--- config.mk ---
export PLATFORM = sky130hd
export DESIGN_NAME = uart_cmd_ctrl
export DESIGN_NICKNAME = d
export VERILOG_FILES = /design/src/rtl/uart_cmd_ctrl.sv
export SDC_FILE = /design/constraint.sdc
export NUM_CORES = 1
export LEC_CHECK = 0
export CORE_MARGIN = 8
export CORE_UTILIZATION = 55
export DETAILED_ROUTE_END_ITERATION = 10
export GPL_TIMING_DRIVEN = 0
export HOLD_SLACK_MARGIN = 0.03
export PLACE_DENSITY = 0.82
export SYNTH_ARGS = -nofsm -noshare
export SYNTH_HDL_FRONTEND = slang
export SYNTH_SLANG_ARGS = --single-unit
--- constraint.sdc ---
create_clock -name CLK -period 5.8 [get_ports CLK]
set_input_delay 1.16 -clock CLK [delete_from_list [all_inputs] [get_ports CLK]]
set_output_delay 1.16 -clock CLK [all_outputs]
set_load 0.1 [all_outputs]
--- src/rtl/uart_cmd_ctrl.sv ---
// Byte-framed command controller between a UART RX/TX pair and a small register file.
// Decodes write/read/ALU frames and sends replies through a busy-handshaked transmitter.
module uart_cmd_ctrl #(
    parameter int ADDR_W = 4,
    parameter int DATA_W = 8
) (
    input  logic              CLK,
    input  logic              RST,
    input  logic [DATA_W-1:0] RX_P_DATA,
    input  logic              RX_D_VLD,
    input  logic              RX_ERR,
    input  logic              TX_BUSY,
    output logic [DATA_W-1:0] TX_P_DATA,
    output logic              TX_D_VLD,
    output logic              CMD_ERR,
    output logic [DATA_W-1:0] REG0,
    output logic              CTRL_BUSY
);

    localparam int DEPTH = 2 ** ADDR_W;
    localparam int RES_W = 2 * DATA_W;

    localparam logic [DATA_W-1:0] OP_WRITE = DATA_W'(8'hAA);
    localparam logic [DATA_W-1:0] OP_READ  = DATA_W'(8'hBB);
    localparam logic [DATA_W-1:0] OP_ALU   = DATA_W'(8'hCC);

    typedef enum logic [3:0] {
        IDLE, W_ADDR, W_DATA, R_ADDR, A_OPA, A_OPB, A_FUNC,
        TX_LOAD, TX_WAIT_HI, TX_WAIT_LO
    } state_t;

    state_t            state, state_next;
    logic [DATA_W-1:0] regfile [DEPTH];
    logic [ADDR_W-1:0] addr_q;
    logic [DATA_W-1:0] opa_q, opb_q;
    logic [RES_W-1:0]  reply_q, reply_val;
    logic              reply_two_q, reply_two_next;
    logic              sel_q;

    logic cmd_err_next, tx_vld_next;
    logic addr_ld, opa_ld, opb_ld, reg_we, reply_ld, sel_set;

    logic              rx_bad, addr_bad;
    logic [ADDR_W-1:0] rx_addr;
    logic [RES_W-1:0]  a_w, b_w, alu_res;
    logic              alu_ok;

    assign rx_bad   = RX_D_VLD && RX_ERR;
    assign addr_bad = |(RX_P_DATA >> ADDR_W);
    assign rx_addr  = RX_P_DATA[ADDR_W-1:0];
    assign a_w      = {{DATA_W{1'b0}}, opa_q};
    assign b_w      = {{DATA_W{1'b0}}, opb_q};

    // ALU is evaluated against the incoming func byte so the result is ready on its strobe.
    always_comb begin
        alu_res = '0;
        alu_ok  = 1'b1;
        case (RX_P_DATA[3:0])
            4'd0:    alu_res = a_w + b_w;
            4'd1:    alu_res = a_w - b_w;
            4'd2:    alu_res = a_w * b_w;
            4'd3:    alu_res = a_w & b_w;
            4'd4:    alu_res = a_w | b_w;
            4'd5:    alu_res = a_w ^ b_w;
            default: alu_ok  = 1'b0;
        endcase
        if (|(RX_P_DATA >> 4)) alu_ok = 1'b0;
    end

    // NOTE: every signal gets a default before the case so no path leaves it unassigned,
    // which would otherwise infer a latch.
    always_comb begin
        state_next     = state;
        cmd_err_next   = 1'b0;
        tx_vld_next    = 1'b0;
        addr_ld        = 1'b0;
        opa_ld         = 1'b0;
        opb_ld         = 1'b0;
        reg_we         = 1'b0;
        reply_ld       = 1'b0;
        reply_val      = '0;
        reply_two_next = 1'b0;
        sel_set        = 1'b0;

        case (state)
            TX_LOAD, TX_WAIT_HI, TX_WAIT_LO: begin
                // Bytes arriving mid-reply are dropped so the reply stays intact.
                cmd_err_next = RX_D_VLD;
                if (state == TX_LOAD && !TX_BUSY) begin
                    tx_vld_next = 1'b1;
                    state_next  = TX_WAIT_HI;
                end else if (state == TX_WAIT_HI && TX_BUSY) begin
                    state_next = TX_WAIT_LO;
                end else if (state == TX_WAIT_LO && !TX_BUSY) begin
                    if (reply_two_q && !sel_q) begin
                        sel_set    = 1'b1;
                        state_next = TX_LOAD;
                    end else begin
                        state_next = IDLE;
                    end
                end
            end
            default: begin
                if (rx_bad) begin
                    cmd_err_next = 1'b1;
                    state_next   = IDLE;
                end else if (RX_D_VLD) begin
                    case (state)
                        IDLE: begin
                            if (RX_P_DATA == OP_WRITE)     state_next = W_ADDR;
                            else if (RX_P_DATA == OP_READ) state_next = R_ADDR;
                            else if (RX_P_DATA == OP_ALU)  state_next = A_OPA;
                            else                           cmd_err_next = 1'b1;
                        end
                        W_ADDR: begin
                            if (addr_bad) begin
                                cmd_err_next = 1'b1;
                                state_next   = IDLE;
                            end else begin
                                addr_ld    = 1'b1;
                                state_next = W_DATA;
                            end
                        end
                        W_DATA: begin
                            reg_we     = 1'b1;
                            state_next = IDLE;
                        end
                        R_ADDR: begin
                            if (addr_bad) begin
                                cmd_err_next = 1'b1;
                                state_next   = IDLE;
                            end else begin
                                reply_ld   = 1'b1;
                                reply_val  = {{DATA_W{1'b0}}, regfile[rx_addr]};
                                state_next = TX_LOAD;
                            end
                        end
                        A_OPA: begin
                            opa_ld     = 1'b1;
                            state_next = A_OPB;
                        end
                        A_OPB: begin
                            opb_ld     = 1'b1;
                            state_next = A_FUNC;
                        end
                        A_FUNC: begin
                            if (alu_ok) begin
                                reply_ld       = 1'b1;
                                reply_val      = alu_res;
                                reply_two_next = 1'b1;
                                state_next     = TX_LOAD;
                            end else begin
                                cmd_err_next = 1'b1;
                                state_next   = IDLE;
                            end
                        end
                        default: state_next = IDLE;
                    endcase
                end
            end
        endcase
    end

    // NOTE: sequential state uses non-blocking assignments so every register samples
    // pre-edge values regardless of statement order.
    always_ff @(posedge CLK) begin
        if (RST) begin
            state       <= IDLE;
            addr_q      <= '0;
            opa_q       <= '0;
            opb_q       <= '0;
            reply_q     <= '0;
            reply_two_q <= 1'b0;
            sel_q       <= 1'b0;
            TX_P_DATA   <= '0;
            TX_D_VLD    <= 1'b0;
            CMD_ERR     <= 1'b0;
            // NOTE: the register file must come out of reset cleared, so it is reset as
            // flops rather than inferred as a RAM macro.
            for (int i = 0; i < DEPTH; i++) regfile[i] <= '0;
        end else begin
            state    <= state_next;
            TX_D_VLD <= tx_vld_next;
            CMD_ERR  <= cmd_err_next;
            if (addr_ld) addr_q <= rx_addr;
            if (opa_ld)  opa_q  <= RX_P_DATA;
            if (opb_ld)  opb_q  <= RX_P_DATA;
            if (reg_we)  regfile[addr_q] <= RX_P_DATA;
            if (reply_ld) begin
                reply_q     <= reply_val;
                reply_two_q <= reply_two_next;
                sel_q       <= 1'b0;
            end else if (sel_set) begin
                sel_q <= 1'b1;
            end
            if (tx_vld_next)
                TX_P_DATA <= sel_q ? reply_q[RES_W-1:DATA_W] : reply_q[DATA_W-1:0];
        end
    end

    assign REG0      = regfile[0];
    assign CTRL_BUSY = (state != IDLE);

endmodule

# Word level (Yosys, flattened, before mapping)
# Memory sizes are Yosys's and may differ from the RTL's.
# Cells that the tools add are included.
totals:
  ramBits: 128
  memories: 1
  ff_bits: 52
op_classes:
  addsub: 2
  multipliers: 1
  n_mux: 74
  bitwise: 3
  n_eq_ne: 19
  reduce_logical: 18
memory_table:
  columns: ["memory", "depth", "width", "rd", "rd_clocked_by_memory_dff", "wr", "line", "text"]
  rows:
  - ["regfile", 16, 8, 2, 0, 16, "33", "logic [DATA_W-1:0] regfile [DEPTH];"]
op_table:
  columns: ["op", "n"]
  rows:
  - ["16-bit case mux with 6 select lines", 1]
  - ["16-bit 2-to-1 mux", 4]
  - ["1-bit 2-to-1 mux", 48]
  - ["4-bit 2-to-1 mux", 10]
  - ["16-bit case mux with 2 select lines", 1]
  - ["4-bit by 3-bit == test with 1-bit output (second input constant)", 6]
  - ["8-bit == test (second input constant)", 3]
  - ["8-bit 2-to-1 mux", 3]
  - ["4-bit case mux with 6 select lines", 1]
  - ["4-bit by 2-bit == test with 1-bit output (second input constant)", 4]
  - ["8-bit by 8-bit multiplier with 16-bit output", 1]
  - ["8-bit by 8-bit adder with 9-bit output", 1]
  - ["3-bit 2-to-1 mux", 3]
  - ["8-bit by 8-bit subtractor with 9-bit output", 1]
  - ["8-bit bitwise AND", 1]
  - ["4-bit by 1-bit == test with 1-bit output (second input constant)", 2]
  - ["4-bit == test (second input constant)", 2]
  - ["4-bit logical NOT", 2]
  - ["8-bit bitwise OR", 1]
  - ["8-bit OR reduction", 1]
  - ["8-bit bitwise XOR", 1]
  - ["6-bit inequality test (second input constant)", 1]
  - ["6-bit OR reduction", 1]
  - ["1-bit logical AND", 5]
  - ["other kinds (11)", 13]

# Longest topological paths before layout
logic_depth:
  word_depth: 10
  mapped_depth: 17
  mapped_depth_nobuf: 17

# Least setup slack after synthesis
# OpenSTA, ideal clock, no wires.
synth_timing:
  path_kind: "reg2reg"
  start: "register opa_q[5]"
  end: "register reply_q[7]"
  path_stages_with_launch: 15
  slack_ns: 1.772
  path_buffers: 0
  synth_period_minus_slack_ns: 4.028
  t_arrival_ns: 3.908
  t_required_ns: 5.680
  path_cell_list: "dfxtp_1 -> nand2_1 -> fa_1 -> fa_1 -> inv_1 -> fa_1 -> inv_1 -> fa_1 -> inv_1 -> ha_1 -> a21boi_0 -> o31ai_1 -> a2111oi_0 -> a211oi_1 -> a211o_1"
synth_via:
  elab_chain_cells: 7
  word_cells_on_any_way: 9
  cone_classes: "add/sub: 2; mul: 1; mux: 6"
synth_lines:
  columns: ["element", "line", "text"]
  rows:
  - ["from (decl)", "35", "logic [DATA_W-1:0] opa_q, opb_q;"]
  - ["from (signal assigned)", "170", "opa_q <= '0;"]
  - ["from (signal assigned)", "186", "if (opa_ld) opa_q <= RX_P_DATA;"]
  - ["8-bit by 8-bit multiplier with 16-bit output, or another cell as far along", "61", "4'd2: alu_res = a_w * b_w;"]
  - ["16-bit case mux with 6 select lines (*)", "58", "case (RX_P_DATA[3:0])"]
  - ["16-bit 2-to-1 mux (*)", "147", "if (alu_ok) begin"]
  - ["16-bit case mux with 2 select lines (*)", "108", "case (state)"]
  - ["16-bit 2-to-1 mux (*)", "107", "end else if (RX_D_VLD) begin"]
  - ["16-bit 2-to-1 mux (*)", "104", "if (rx_bad) begin"]
  - ["16-bit 2-to-1 mux (*)", "85", "case (state)"]
  - ["to (signal assigned)", "190", "reply_q <= reply_val;"]
  - ["to (decl)", "36", "logic [RES_W-1:0] reply_q, reply_val;"]
# Every way passes the cells marked *; elsewhere a longest branch is shown, timed or not.
# A chain may end at the register's enable or synchronous reset.

# Worst setup path after layout
layout_timing:
  start: "register opa_q[1]"
  end: "register reply_q[15]"
layout_via:
  elab_chain_cells: 7
  word_cells_on_any_way: 8
  cone_classes: "add/sub: 1; mul: 1; mux: 6"
layout_lines:
  columns: ["element", "line"]
  rows:
  - ["8-bit by 8-bit multiplier with 16-bit output / 8-bit by 8-bit subtractor with 9-bit output (equally long branches)", "61, 60"]
  - ["16-bit case mux with 6 select lines (*)", "58"]
  - ["16-bit 2-to-1 mux (*)", "147"]
  - ["16-bit case mux with 2 select lines (*)", "108"]
  - ["16-bit 2-to-1 mux (*)", "107"]
  - ["16-bit 2-to-1 mux (*)", "104"]
  - ["16-bit 2-to-1 mux (*)", "85"]
# Marked as above.

==> metrics <==
status=complete, no violations; syn nets=1156; Reg clk slew, reported paths=0.07 ns; first-pass detailed-route iteration total=8; Chip Height=160 um; fillcell total=1618; Die ar.=25600 sq um; Final Setup Violations=0; Global Route Usage Sum=23.8%; Period Utilization, post-route=80.9%; number of global-route vias before repair=8428; CTS Buf Count=17; hold crit path type=reg2reg; crit end category=flip-flop; aggregate global routing overflow=0; min Tclk post-route=4.69 ns; sequential share of the synthesized area=42.7%; Root Driver=clkbuf_16; # Post-CTS Setup Buffers=0; Mapped Area=11400 sq um; crit path DAT=4.99 ns; area leader, netlist=edfxtp_1; GRT busiest layer=met2; hold_buf cts=0; pre-CTS setup slack=1.10 ns; Core ar.=20300 sq um; Final nets=1202; Port Buffers=27; clock tree from TritonCTS=yes; M3 GR Usage=4.96%; Mean Syn Cell Area=10.9 sq um; CP Launch Type=flip-flop; GR Util met1=29.9%; register area=4880 sq um; routed vias/inst=6.17; met2 Usage GRT=39.8%; CP Class=reg2reg; setup TNS=0 ns; final core utilization=62.3%; Remaining DRCs=0; H-tree Lvls=4; Clock Skew=0.00995 ns; Worst VDD drop=0.221 mV; Vias=8474; multi-input logic area=5990 sq um; ANT cells=0; post-synth top area share=33.6%; Die Span X=160 um; P&R area growth vs syn=10.7%; Initial Utilization=56.3%; setup slack after layout=1.11 ns; most common cell in the netlist=and2_1; Clock Path Buffers=2; Crit Path Max Fanout=8; fin. max-slew vios=0; Skew-Pair Late Insertion Delay=0.44 ns; GP Congestion=0.964; FFs w/ async S/R, synth=0%; Power Density=232 nW/um^2; Max Cap Viol=0; Yosys warning total=0; Worst slew margin=29.6%; Pleak=5.01 nW; DRT antenna net count=0; first-pass GRT wire length=47800 um; First DRT Iteration DRCs=766; Post-synth top cells=130 x and2_1, 128 x edfxtp_1, 121 x nor2_1; pin count of the biggest net entering global routing=19; f_max=213 MHz; library cells used by synthesis=76; EDFF count, synth=128; Yosys reg bits=180; I/O pin total=32; Mapped Cells=1045; RSZ-0062 raised after global routing=false; WP data required=6.10 ns; WL final=30500 um; initial antenna violation count=0; fraction of layout instances using a drive strength above 1=10.2%; dpl hpwl=22500 um; prevailing post-synth register cell=edfxtp_1; largest cells by area after synthesis=edfxtp_1 34%, dfxtp_1 9.1%, and2_1 7.1%, mux4_2 6.9%, fa_1 6.7%; worst-margin pin slew=1.05 ns; # resized after CTS=0; endpoints failing hold=0; FP Rows=52; post-DR wirelength/cell=22.2 um; number of clock sinks=180
critical path, cell delays in order, from the launching register on:
cell and delay (ns):
dfxtp_1 0.39, inv_1 0.30, nor2_1 0.09, fa_1 0.40, fa_1 0.49, inv_1 0.06
fa_1 0.48, fa_1 0.51, inv_1 0.05, ha_1 0.32, nand3_1 0.10, a21boi_0 0.43
o21ai_0 0.30, o31ai_1 0.36, xnor2_1 0.18, o211ai_1 0.10
path summary, 6_finish.rpt:
path / slack [ns] / depth (start not counted) / to / from
setup / recovery: 1.11 / 15 / reply_q[15] / opa_q[1]
hold / removal: 0.46 / 2 / reply_q[2] / reply_q[2]
setup reg to reg: 1.11 / 15 / reply_q[15] / opa_q[1]
hold reg to reg: 0.46 / 2 / reply_q[2] / reply_q[2]
state kept, by name (all words and copies together), names as in the netlist, 4 cells and up:
register,cells
state,4
addr_q,4
reply_q,16
regfile,128
TX_P_DATA,8
opb_q,8
opa_q,8
placed cells by master (no fill, tap or decap), types with 5 or more instances in the layout:
cell type / instances
clkbuf_1: 35
a211oi_1: 14
o211ai_1: 13
buf_2: 11
o21ai_1: 5
clkbuf_16: 17
a31oi_1: 5
o21ai_0: 23
or2_2: 16
clkdlybuf4s50_1: 27
nor2_1: 121
nand2b_1: 11
ha_1: 60
mux4_2: 35
nor2b_1: 15
and2_1: 130
inv_1: 75
dfxtp_1: 52
xnor2_1: 9
mux2i_1: 30
nor3_1: 16
edfxtp_1: 128
o22ai_1: 8
o31ai_1: 7
nand3_1: 10
a21o_1: 7
fa_1: 38
nand2_1: 49
a21oi_1: 29
metal layers:
layer / up-vias / wire length (um)
met5: - / 0
met1: 4158 / 12100
met2: 433 / 14900
li1: 3811 / -
met3: 72 / 2580
met4: 0 / 917
final cells by class:
cell class              count  area share, %
clock buffers              17           3.36
clock inverters            15           1.51
multi-input cells         734           47.3
flip-flops and latches    180           38.6
repair buffers             27           2.14
inverters                  77           2.28
plain buffers              54           2.11
well taps                 270           2.67
logic make-up (layout without fill, tap and decap cells):
group | count (synthesis) | after routing | share of synthesized area [%]
flops | 180 | 180 | 42.7
xor+xnor | 11 | 11 | 0.843
simple gates | 404 | 404 | 18.7
buf+inv | 131 | 190 | 4.86
compound gates | 152 | 152 | 9.14
mux | 69 | 69 | 10.4
fa+ha+maj | 98 | 98 | 13.2
where the power goes:
| part | internal [mW] | switching [mW] |
|---|---|---|
| logic | 0.100 | 0.203 |
| registers | 1.41 | 0.0157 |
| clock network | 0.658 | 0.554 |
| total | 2.16 | 0.773 |
through the flow:
| stage | cell area (sq um) | std cells | hold slack, ns | power (mW) |
|---|---|---|---|---|
| after CTS | 12700 | 1374 | 0.461 | 2.93 |
| after detailed placement | 12000 | 1342 | 0.445 | 1.75 |
| after global routing | 12700 | 1374 | 0.490 | 3.01 |
| final | 12700 | 1374 | 0.461 | 2.94 |
| after global placement | 12000 | 1342 | 0.439 | 1.74 |
| after floorplan | 11400 | 1045 | 0.425 | 1.65 |
Power figures use the tool's default switching activity.
